--- config.mk ---
export PLATFORM = sky130hd
export DESIGN_NAME = wb_sdram_bridge_flat
export DESIGN_NICKNAME = d
export VERILOG_FILES = /design/src/rtl/wb_sdram_bridge_if.sv /design/src/rtl/wb_sdram_bridge.sv /design/src/flat_wrapper.sv
export SDC_FILE = /design/constraint.sdc
export NUM_CORES = 1
export LEC_CHECK = 0
export BUFFER_PORTS_ARGS = -buffer_cell sky130_fd_sc_hd__buf_2
export CAP_MARGIN = 20
export CORE_AREA = 2 2 89 91
export CTS_CLUSTER_SIZE = 30
export DETAILED_ROUTE_END_ITERATION = 6
export DIE_AREA = 0 0 91 93
export PLACE_DENSITY = 0.75
export SYNTH_ARGS = -nofsm -noshare
export SYNTH_HDL_FRONTEND = slang
export SYNTH_SLANG_ARGS = --single-unit
--- constraint.sdc ---
create_clock -name i_clk -period 2 [get_ports i_clk]
set_clock_uncertainty 0.2 [all_clocks]
set_input_delay 0.4 -clock i_clk [delete_from_list [all_inputs] [get_ports i_clk]]
set_output_delay 0.4 -clock i_clk [all_outputs]
set_load 0.01 [all_outputs]
--- src/rtl/wb_sdram_bridge_if.sv ---
// Wishbone slave side plus SDRAM controller command side of the bridge.
// The bridge connects through the slave modport. The surrounding bus fabric
// and controller (or a bench) connect through the master modport.
interface wb_sdram_bridge_if #(
    parameter int ADDR_W = 24,
    parameter int DATA_W = 16,
    parameter int SEL_W  = 2
);
    logic              wb_cyc;
    logic              wb_stb;
    logic [ADDR_W-1:0] wb_adr;
    logic              wb_we;
    logic [DATA_W-1:0] wb_i_dat;
    logic [SEL_W-1:0]  wb_sel;
    logic [DATA_W-1:0] wb_o_dat;
    logic              wb_ack;
    logic              wb_err;

    logic [ADDR_W-1:0] c_addr;
    logic [DATA_W-1:0] c_data_in;
    logic [SEL_W-1:0]  c_addr_sel;
    logic              c_read_req;
    logic              c_write_req;
    logic              c_busy;
    logic              c_cack;
    logic              c_read_ready;
    logic [31:0]       c_data_out;

    modport slave (
        input  wb_cyc, wb_stb, wb_adr, wb_we, wb_i_dat, wb_sel,
        output wb_o_dat, wb_ack, wb_err,
        output c_addr, c_data_in, c_addr_sel, c_read_req, c_write_req,
        input  c_busy, c_cack, c_read_ready, c_data_out
    );

    modport master (
        output wb_cyc, wb_stb, wb_adr, wb_we, wb_i_dat, wb_sel,
        input  wb_o_dat, wb_ack, wb_err,
        input  c_addr, c_data_in, c_addr_sel, c_read_req, c_write_req,
        output c_busy, c_cack, c_read_ready, c_data_out
    );
endinterface

--- src/rtl/wb_sdram_bridge.sv ---
// Wishbone slave to SDRAM controller bridge.
// Decodes the SDRAM window, issues one held request per access, and captures
// read data. Returns registered ack/err pulses. A watchdog converts a stalled
// controller into wb_err.
//
// state   | meaning
// --------+-----------------------------------------------------------
// IDLE    | waiting for a window hit while the controller is not busy
// REQ     | read or write request held until c_cack
// WAIT_RD | read accepted, waiting for c_read_ready
// DRAIN   | master left during a read, swallow the late read data
// ACK     | wb_ack is high for this single cycle
module wb_sdram_bridge #(
    parameter int                ADDR_W  = 24,
    parameter int                DATA_W  = 16,
    parameter int                SEL_W   = 2,
    parameter logic [ADDR_W-1:0] BASE    = 24'h100000,
    parameter logic [ADDR_W-1:0] LAST    = 24'hffdfff,
    parameter int                TIMEOUT = 255
) (
    input  logic                i_clk,
    input  logic                i_rst_n,
    wb_sdram_bridge_if.slave    bus
);

    typedef enum logic [2:0] {
        IDLE    = 3'd0,
        REQ     = 3'd1,
        WAIT_RD = 3'd2,
        DRAIN   = 3'd3,
        ACK     = 3'd4
    } state_t;

    // r_cnt holds the number of cycles already spent in the access.
    // The access times out on its TIMEOUT-th cycle, so the request is high
    // for exactly TIMEOUT cycles before wb_err.
    localparam logic [7:0] TO_LAST = 8'(TIMEOUT - 1);

    state_t            r_state;
    state_t            w_next;
    logic [7:0]        r_cnt;
    logic              r_we;
    logic [ADDR_W-1:0] r_addr;
    logic [DATA_W-1:0] r_dat_in;
    logic [SEL_W-1:0]  r_sel;
    logic              r_rd_req;
    logic              r_wr_req;
    logic              r_ack;
    logic              r_err;
    logic [DATA_W-1:0] r_odat;

    logic w_hit;
    logic w_timeout;
    logic w_issue;
    logic w_drop;
    logic w_capture;
    logic w_err_set;
    logic w_unused_hi;

    assign w_hit = bus.wb_cyc && bus.wb_stb &&
                   (bus.wb_adr >= BASE) && (bus.wb_adr <= LAST);
    assign w_timeout   = (r_cnt == TO_LAST);
    assign w_unused_hi = ^bus.c_data_out[31:DATA_W];

    // Next-state and strobe decode. Controller handshakes outrank the timeout.
    always_comb begin
        w_next    = r_state;
        w_issue   = 1'b0;
        w_drop    = 1'b0;
        w_capture = 1'b0;
        w_err_set = 1'b0;
        case (r_state)
            IDLE: begin
                if (w_hit && !bus.c_busy) begin
                    w_issue = 1'b1;
                    w_next  = REQ;
                end
            end
            REQ: begin
                if (bus.c_cack && r_we) begin
                    w_drop = 1'b1;
                    w_next = ACK;
                end else if (bus.c_cack && bus.c_read_ready) begin
                    w_drop    = 1'b1;
                    w_capture = 1'b1;
                    w_next    = ACK;
                end else if (bus.c_cack) begin
                    w_drop = 1'b1;
                    w_next = WAIT_RD;
                end else if (!bus.wb_cyc) begin
                    w_drop = 1'b1;
                    w_next = IDLE;
                end else if (w_timeout) begin
                    w_drop    = 1'b1;
                    w_err_set = 1'b1;
                    w_next    = IDLE;
                end
            end
            WAIT_RD: begin
                if (bus.c_read_ready) begin
                    w_capture = 1'b1;
                    w_next    = ACK;
                end else if (w_timeout) begin
                    // Nobody is listening once the cycle has ended, so stay quiet.
                    w_err_set = bus.wb_cyc;
                    w_next    = IDLE;
                end else if (!bus.wb_cyc) begin
                    w_next = DRAIN;
                end
            end
            DRAIN: begin
                if (bus.c_read_ready || w_timeout) begin
                    w_next = IDLE;
                end
            end
            ACK: begin
                w_next = IDLE;
            end
            default: begin
                w_next = IDLE;
            end
        endcase
    end

    // State register and watchdog counter.
    always_ff @(posedge i_clk or negedge i_rst_n) begin
        if (!i_rst_n) begin
            r_state <= IDLE;
            r_cnt   <= 8'd0;
        end else begin
            r_state <= w_next;
            if (w_issue) begin
                r_cnt <= 8'd0;
            end else if (r_state == REQ || r_state == WAIT_RD || r_state == DRAIN) begin
                r_cnt <= r_cnt + 8'd1;
            end
        end
    end

    // Command latch, held stable for the controller until the next issue.
    always_ff @(posedge i_clk or negedge i_rst_n) begin
        if (!i_rst_n) begin
            r_we     <= 1'b0;
            r_addr   <= '0;
            r_dat_in <= '0;
            r_sel    <= '0;
        end else if (w_issue) begin
            r_we     <= bus.wb_we;
            r_addr   <= bus.wb_adr;
            r_dat_in <= bus.wb_i_dat;
            r_sel    <= bus.wb_sel;
        end
    end

    // Request lines and registered bus responses.
    always_ff @(posedge i_clk or negedge i_rst_n) begin
        if (!i_rst_n) begin
            r_rd_req <= 1'b0;
            r_wr_req <= 1'b0;
            r_ack    <= 1'b0;
            r_err    <= 1'b0;
            r_odat   <= '0;
        end else begin
            if (w_issue) begin
                r_rd_req <= !bus.wb_we;
                r_wr_req <= bus.wb_we;
            end else if (w_drop) begin
                r_rd_req <= 1'b0;
                r_wr_req <= 1'b0;
            end
            r_ack <= (w_next == ACK);
            r_err <= w_err_set;
            if (w_capture) begin
                r_odat <= bus.c_data_out[DATA_W-1:0];
            end
        end
    end

    assign bus.c_addr      = r_addr;
    assign bus.c_data_in   = r_dat_in;
    assign bus.c_addr_sel  = r_sel;
    assign bus.c_read_req  = r_rd_req;
    assign bus.c_write_req = r_wr_req;
    assign bus.wb_ack      = r_ack;
    assign bus.wb_err      = r_err;
    assign bus.wb_o_dat    = r_odat;

endmodule
--- src/flat_wrapper.sv ---
// flat-port wrapper written by rule: the top's interface ports become plain ports
module wb_sdram_bridge_flat 
#(
    parameter int                ADDR_W  = 24,
    parameter int                DATA_W  = 16,
    parameter int                SEL_W   = 2,
    parameter logic [ADDR_W-1:0] BASE    = 24'h100000,
    parameter logic [ADDR_W-1:0] LAST    = 24'hffdfff,
    parameter int                TIMEOUT = 255
)
  (i_clk, i_rst_n, bus_wb_cyc, bus_wb_stb, bus_wb_adr, bus_wb_we, bus_wb_i_dat, bus_wb_sel, bus_wb_o_dat, bus_wb_ack, bus_wb_err, bus_c_addr, bus_c_data_in, bus_c_addr_sel, bus_c_read_req, bus_c_write_req, bus_c_busy, bus_c_cack, bus_c_read_ready, bus_c_data_out);
  wb_sdram_bridge_if #(.ADDR_W(ADDR_W), .DATA_W(DATA_W), .SEL_W(SEL_W)) bus_i ();
  input  logic i_clk;
  input  logic i_rst_n;
  input wire logic [$bits(bus_i.wb_cyc)-1:0] bus_wb_cyc;
  input wire logic [$bits(bus_i.wb_stb)-1:0] bus_wb_stb;
  input wire logic [$bits(bus_i.wb_adr)-1:0] bus_wb_adr;
  input wire logic [$bits(bus_i.wb_we)-1:0] bus_wb_we;
  input wire logic [$bits(bus_i.wb_i_dat)-1:0] bus_wb_i_dat;
  input wire logic [$bits(bus_i.wb_sel)-1:0] bus_wb_sel;
  output wire logic [$bits(bus_i.wb_o_dat)-1:0] bus_wb_o_dat;
  output wire logic [$bits(bus_i.wb_ack)-1:0] bus_wb_ack;
  output wire logic [$bits(bus_i.wb_err)-1:0] bus_wb_err;
  output wire logic [$bits(bus_i.c_addr)-1:0] bus_c_addr;
  output wire logic [$bits(bus_i.c_data_in)-1:0] bus_c_data_in;
  output wire logic [$bits(bus_i.c_addr_sel)-1:0] bus_c_addr_sel;
  output wire logic [$bits(bus_i.c_read_req)-1:0] bus_c_read_req;
  output wire logic [$bits(bus_i.c_write_req)-1:0] bus_c_write_req;
  input wire logic [$bits(bus_i.c_busy)-1:0] bus_c_busy;
  input wire logic [$bits(bus_i.c_cack)-1:0] bus_c_cack;
  input wire logic [$bits(bus_i.c_read_ready)-1:0] bus_c_read_ready;
  input wire logic [$bits(bus_i.c_data_out)-1:0] bus_c_data_out;
  assign bus_i.wb_cyc = bus_wb_cyc;
  assign bus_i.wb_stb = bus_wb_stb;
  assign bus_i.wb_adr = bus_wb_adr;
  assign bus_i.wb_we = bus_wb_we;
  assign bus_i.wb_i_dat = bus_wb_i_dat;
  assign bus_i.wb_sel = bus_wb_sel;
  assign bus_wb_o_dat = bus_i.wb_o_dat;
  assign bus_wb_ack = bus_i.wb_ack;
  assign bus_wb_err = bus_i.wb_err;
  assign bus_c_addr = bus_i.c_addr;
  assign bus_c_data_in = bus_i.c_data_in;
  assign bus_c_addr_sel = bus_i.c_addr_sel;
  assign bus_c_read_req = bus_i.c_read_req;
  assign bus_c_write_req = bus_i.c_write_req;
  assign bus_i.c_busy = bus_c_busy;
  assign bus_i.c_cack = bus_c_cack;
  assign bus_i.c_read_ready = bus_c_read_ready;
  assign bus_i.c_data_out = bus_c_data_out;
  wb_sdram_bridge #(.ADDR_W(ADDR_W), .DATA_W(DATA_W), .SEL_W(SEL_W), .BASE(BASE), .LAST(LAST), .TIMEOUT(TIMEOUT)) u_core (.i_clk(i_clk), .i_rst_n(i_rst_n), .bus(bus_i));
endmodule
Word level (Yosys, flattened, before mapping)

Cells that the tools add are included.
Widths: inputs -> output; s select.

Flip-flop bits (word level): 74
Input bits: 82

$add $sub $neg: 1
Magnitude comparators: 2
Equal/unequal tests: 5
Multiplexer cells: 35
Reductions and logical operators: 14

Operators by type and width:

| cell                 | number |
|---|---|
| $mux 3               | 10 |
| $ge 24x21->1 const B | 1 |
| $le 24x24->1 const B | 1 |
| $mux 1               | 20 |
| $mux 8               | 2 |
| $pmux 3 s4           | 1 |
| $add 8x1->8 const B  | 1 |
| $eq 8x8->1 const B   | 1 |
| $eq 3x2->1 const B   | 2 |
| $logic_and 1x1->1    | 6 |
| $pmux 1 s2           | 2 |
| $reduce_bool 2->1    | 2 |
| $eq 3x1->1 const B   | 1 |
| $eq 3x3->1 const B   | 1 |
| $logic_not 3->1      | 1 |
| $logic_or 1x1->1     | 3 |
| $logic_not 1->1      | 2 |

Logic depth before layout (Yosys ltp)

Depth in word-level cells: 9
Gate-level depth with buffers: 6
Depth with buffers taken out: 6

Worst setup path after synthesis

Ideal clock, no wire load.

Path type: reg-to-reg
From: register u_core.r_state[1]
To: register u_core.r_addr[12] (netlist: u_core.bus.c_addr[12])
Data arrival time: 1749 ps
Data required time: 1675 ps
Path slack: -74 ps
Stages on the path, launching flop included: 7
Path through: dfrtp_1 > buf_2 > nor4b_2 > nand2_1 > nor3_4 > buf_6 > mux2_2

Longest elaborated chain between the ends: 2

Ends and longest elaborated chain:

| element                | RTL line               | text |
|---|---|---|
| from (decl)            | wb_sdram_bridge.sv:39  | `state_t r_state;` |
| from (signal assigned) | wb_sdram_bridge.sv:131 | `r_state <= w_next;` |
| $logic_not 3->1        | wb_sdram_bridge.sv:72  | `case (r_state)` |
| $mux 1                 | wb_sdram_bridge.sv:72  |  |
| to (signal assigned)   | wb_sdram_bridge.sv:149 | `r_addr <= bus.wb_adr;` |
| to (decl)              | wb_sdram_bridge.sv:43  | `logic [ADDR_W-1:0] r_addr;` |

Every way passes these cells.
A chain may end at the register's enable or synchronous reset.

Final worst setup path

From: register u_core.r_state[0]
To: register u_core.r_dat_in[4] (netlist: u_core.bus.c_data_in[4])

Longest elaborated chain between the ends: 2

Ends and longest elaborated chain:

| element              | RTL line               | text |
|---|---|---|
| $logic_not 3->1      | wb_sdram_bridge.sv:72  |  |
| $mux 1               | wb_sdram_bridge.sv:72  |  |
| to (signal assigned) | wb_sdram_bridge.sv:150 | `r_dat_in <= bus.wb_i_dat;` |
| to (decl)            | wb_sdram_bridge.sv:44  | `logic [DATA_W-1:0] r_dat_in;` |

Every way passes these cells.

==> results.ini <==
[power]
power_leakage_nw = 2.04
powerDensity_nw_per_um2 = 1180
ir_drop_mv = 0.677

[clock_tree]
cts_resized = 0
clk_pin_slew_ns = 0.08
cts_sinks = 74
cts_buffer_depth = 2
cts_buffers = 9
root_buffer = clkbuf_8
clk_latency_ns = 0.34
cts_htree_levels = 3
cts_tree = yes

[synthesis]
synth_top_area_share_pct = 60.9
synth.avg_cell_area_sq_um = 14.0
ys_warn_count = 0
synth_area_sq_um = 3040
synthCells = 217
synthFlopType = dfrtp_1
synth_async_sr_flop_share_pct = 100
synth-edff-count = 0
yosysSeqAreaShare_pct = 60.9
synth_top_area_cell = dfrtp_1
synth.ff_latch_count = 74
ys_top_cells_by_area = dfrtp_1 (61%), mux2_2 (17%), mux2_1 (4.8%)
ys_types = 35
synth_nets = 301

[drt]
routed_wirelength_um = 6610
wl_met3_um = 460
wl_met2_um = 3380
dr.pass1.iters = 4
first_iter_violations = 46
antenna_left = 0
routed.top_layer = met4
wire_per_inst_um = 14.1
vias = 2245
drc = 0
wl_met1_um = 2620
vias_per_cell = 4.79

[floorplan]
die_h_um = 93
start_util_pct = 40.4
rows = 32
core_area_sq_um = 7530
dieWidth_um = 91
design.die.area_sq_um = 8460
pin_count = 144

[outcome]
outcome = finished clean

[worst_hold_path]
worstHoldStart = bus_c_read_ready
worstHoldPathType = input pin to flop
worstHoldEndpoint = u_core.r_state[1]
hold_depth = 2

[place]
place.gp.congestion = 0.825
dp_slack_ns = -0.0584
dp_hpwl_um = 4800
io_buffers = 127

[global_route]
grtUsageTotal_pct = 16.2
grt_pass1_vias = 2385
grt_pass1_wl_um = 10900
antenna_found_initial = 0
grt_max_degree = 46
grt-ovfl-total = 0

[timing]
maxSlewHeadroom_pct = 73.6
max_clock_freq_mhz = 521
setup_viol = 0
finalMaxSlewViolations = 0
tightestPinTransition_ns = 0.397
hold_slack_ns = 0.0436
post-route-period-util_pct = 96.0
fin_crit_ns = 1.92
timing.final.ws_setup_ns = 0.0791
final-hold-violation-count = 0

[layout]
drive_gt1_share_pct = 57.2
area_growth_pct = 36.4
antenna_cells = 0
layout_commonest_cell = buf_2
final_nets = 447
mostFrequentLayoutCells = buf_2 (126), dfrtp_1 (74), mux2_2 (46), nor2_1 (15)

[setup_path]
cp_num_buf_inv = 2
reg2reg_depth = 6
arrival_ns = 1.95
cp_max_fo = 15
r2r_start = u_core.r_state[0]
slowest_delay_ns = 0.39
crit_required_ns = 2.03
reg2reg_slack_ns = 0.08
critical_path.top_delay_family = simple AND/OR/NAND/NOR gates
cp-end-kind = flop
r2r_end = u_core.bus.c_data_in[4]
path_cells = nor4b_2 -> nand2_1 -> nor3_4 -> buf_4 -> buf_12 -> mux2_2
cp-start-kind = flop
slowest_stage = dfrtp_1
worstSetupPathType = flop to flop

[job]
drv_cap = 0

per-layer routing:
layer | track usage [%] | vias up
met5 | 0 | -
met4 | 8.46 | 0
met1 | 18.6 | 1093
met3 | 4.75 | 14
met2 | 27.5 | 87
li1 | - | 1051
logic make-up (layout without fill, tap and decap cells):
group,Yosys count,in the layout,synth area share [%]
AOI/OAI and AO/OA,16,16,3.70
xor gates and xnor gates,7,7,2.01
adders and majority gates,2,2,0.822
buffers and inverters,15,165,3.00
DFF,74,74,60.9
muxes,60,60,22.2
and+or+nand+nor,43,43,7.44
cells in the mapped netlist, types with 2 or more instances:
cell type / n
buf_2: 3
and3_1: 2
nand3_1: 4
xnor2_1: 4
dfrtp_1: 74
nand2_1: 5
mux2_2: 46
ha_1: 2
nor2b_1: 2
o21ba_2: 2
inv_1: 6
o21ai_0: 2
nand4_1: 5
xor2_1: 3
nor2_1: 15
nor3_1: 5
a21oi_1: 4
mux2_1: 13
buf_6: 4
final cells by class:
cell class	instances	area [sq um]
clock buffer	11	151
clock inverter	4	75.1
fill	684	3380
inverter	6	22.5
multi-input combinational	128	1100
sequential	74	1850
tap	102	128
timing repair buffer	144	823
how the worst max path moves through the flow:
stage                                  from                      end  cells past startpoint
after floorplan           u_core.r_state[0]    u_core.bus.c_addr[12]                      6
after global placement           bus_c_busy  u_core.bus.c_data_in[7]                      6
after detailed placement         bus_c_busy  u_core.bus.c_data_in[4]                      6
after CTS                 u_core.r_state[0]  u_core.bus.c_data_in[4]                      5
after global routing      u_core.r_state[0]    u_core.bus.c_addr[17]                      6
final                     u_core.r_state[0]  u_core.bus.c_data_in[4]                      6
power breakdown:
part	switching [W]	total, W	internal [W]
Sequential	0.000248	0.00221	0.00196
Clock	0.000544	0.00131	0.000764
Combinational	0.000641	0.00137	0.000725
state kept, by name, summed over array words and instances, names as in the netlist, 2 cells and up:
signal,cells
u_core.bus.c_addr,24
u_core.bus.c_addr_sel,2
u_core.bus.c_data_in,16
u_core.r_cnt,8
u_core.r_state,3
u_core.bus.wb_o_dat,16
through the flow:
| step | cells | instance area [sq um] | TNS (ns) | util (%) | power (W) |
|---|---|---|---|---|---|
| finish | 469 | 4150 | 0 | 55.2 | 0.00488 |
| global route | 469 | 4150 | -0.0655 | 55.2 | 0.00519 |
| detailed placement | 450 | 3870 | -1.22 | 51.5 | 0.00362 |
| floorplan | 217 | 3050 | -0.271 | - | 0.00295 |
| CTS | 466 | 4110 | 0 | 54.6 | 0.00495 |
| global placement | 450 | 3870 | -0.290 | 51.5 | 0.00354 |
timing repair:
action	4_1_cts	5_1_grt
buffers inserted	0	2
hold buffers	1	0
hold endpoints to repair	29	0
setup endpoints to repair	0	2
No activity file was read; power rests on OpenSTA's default activity.
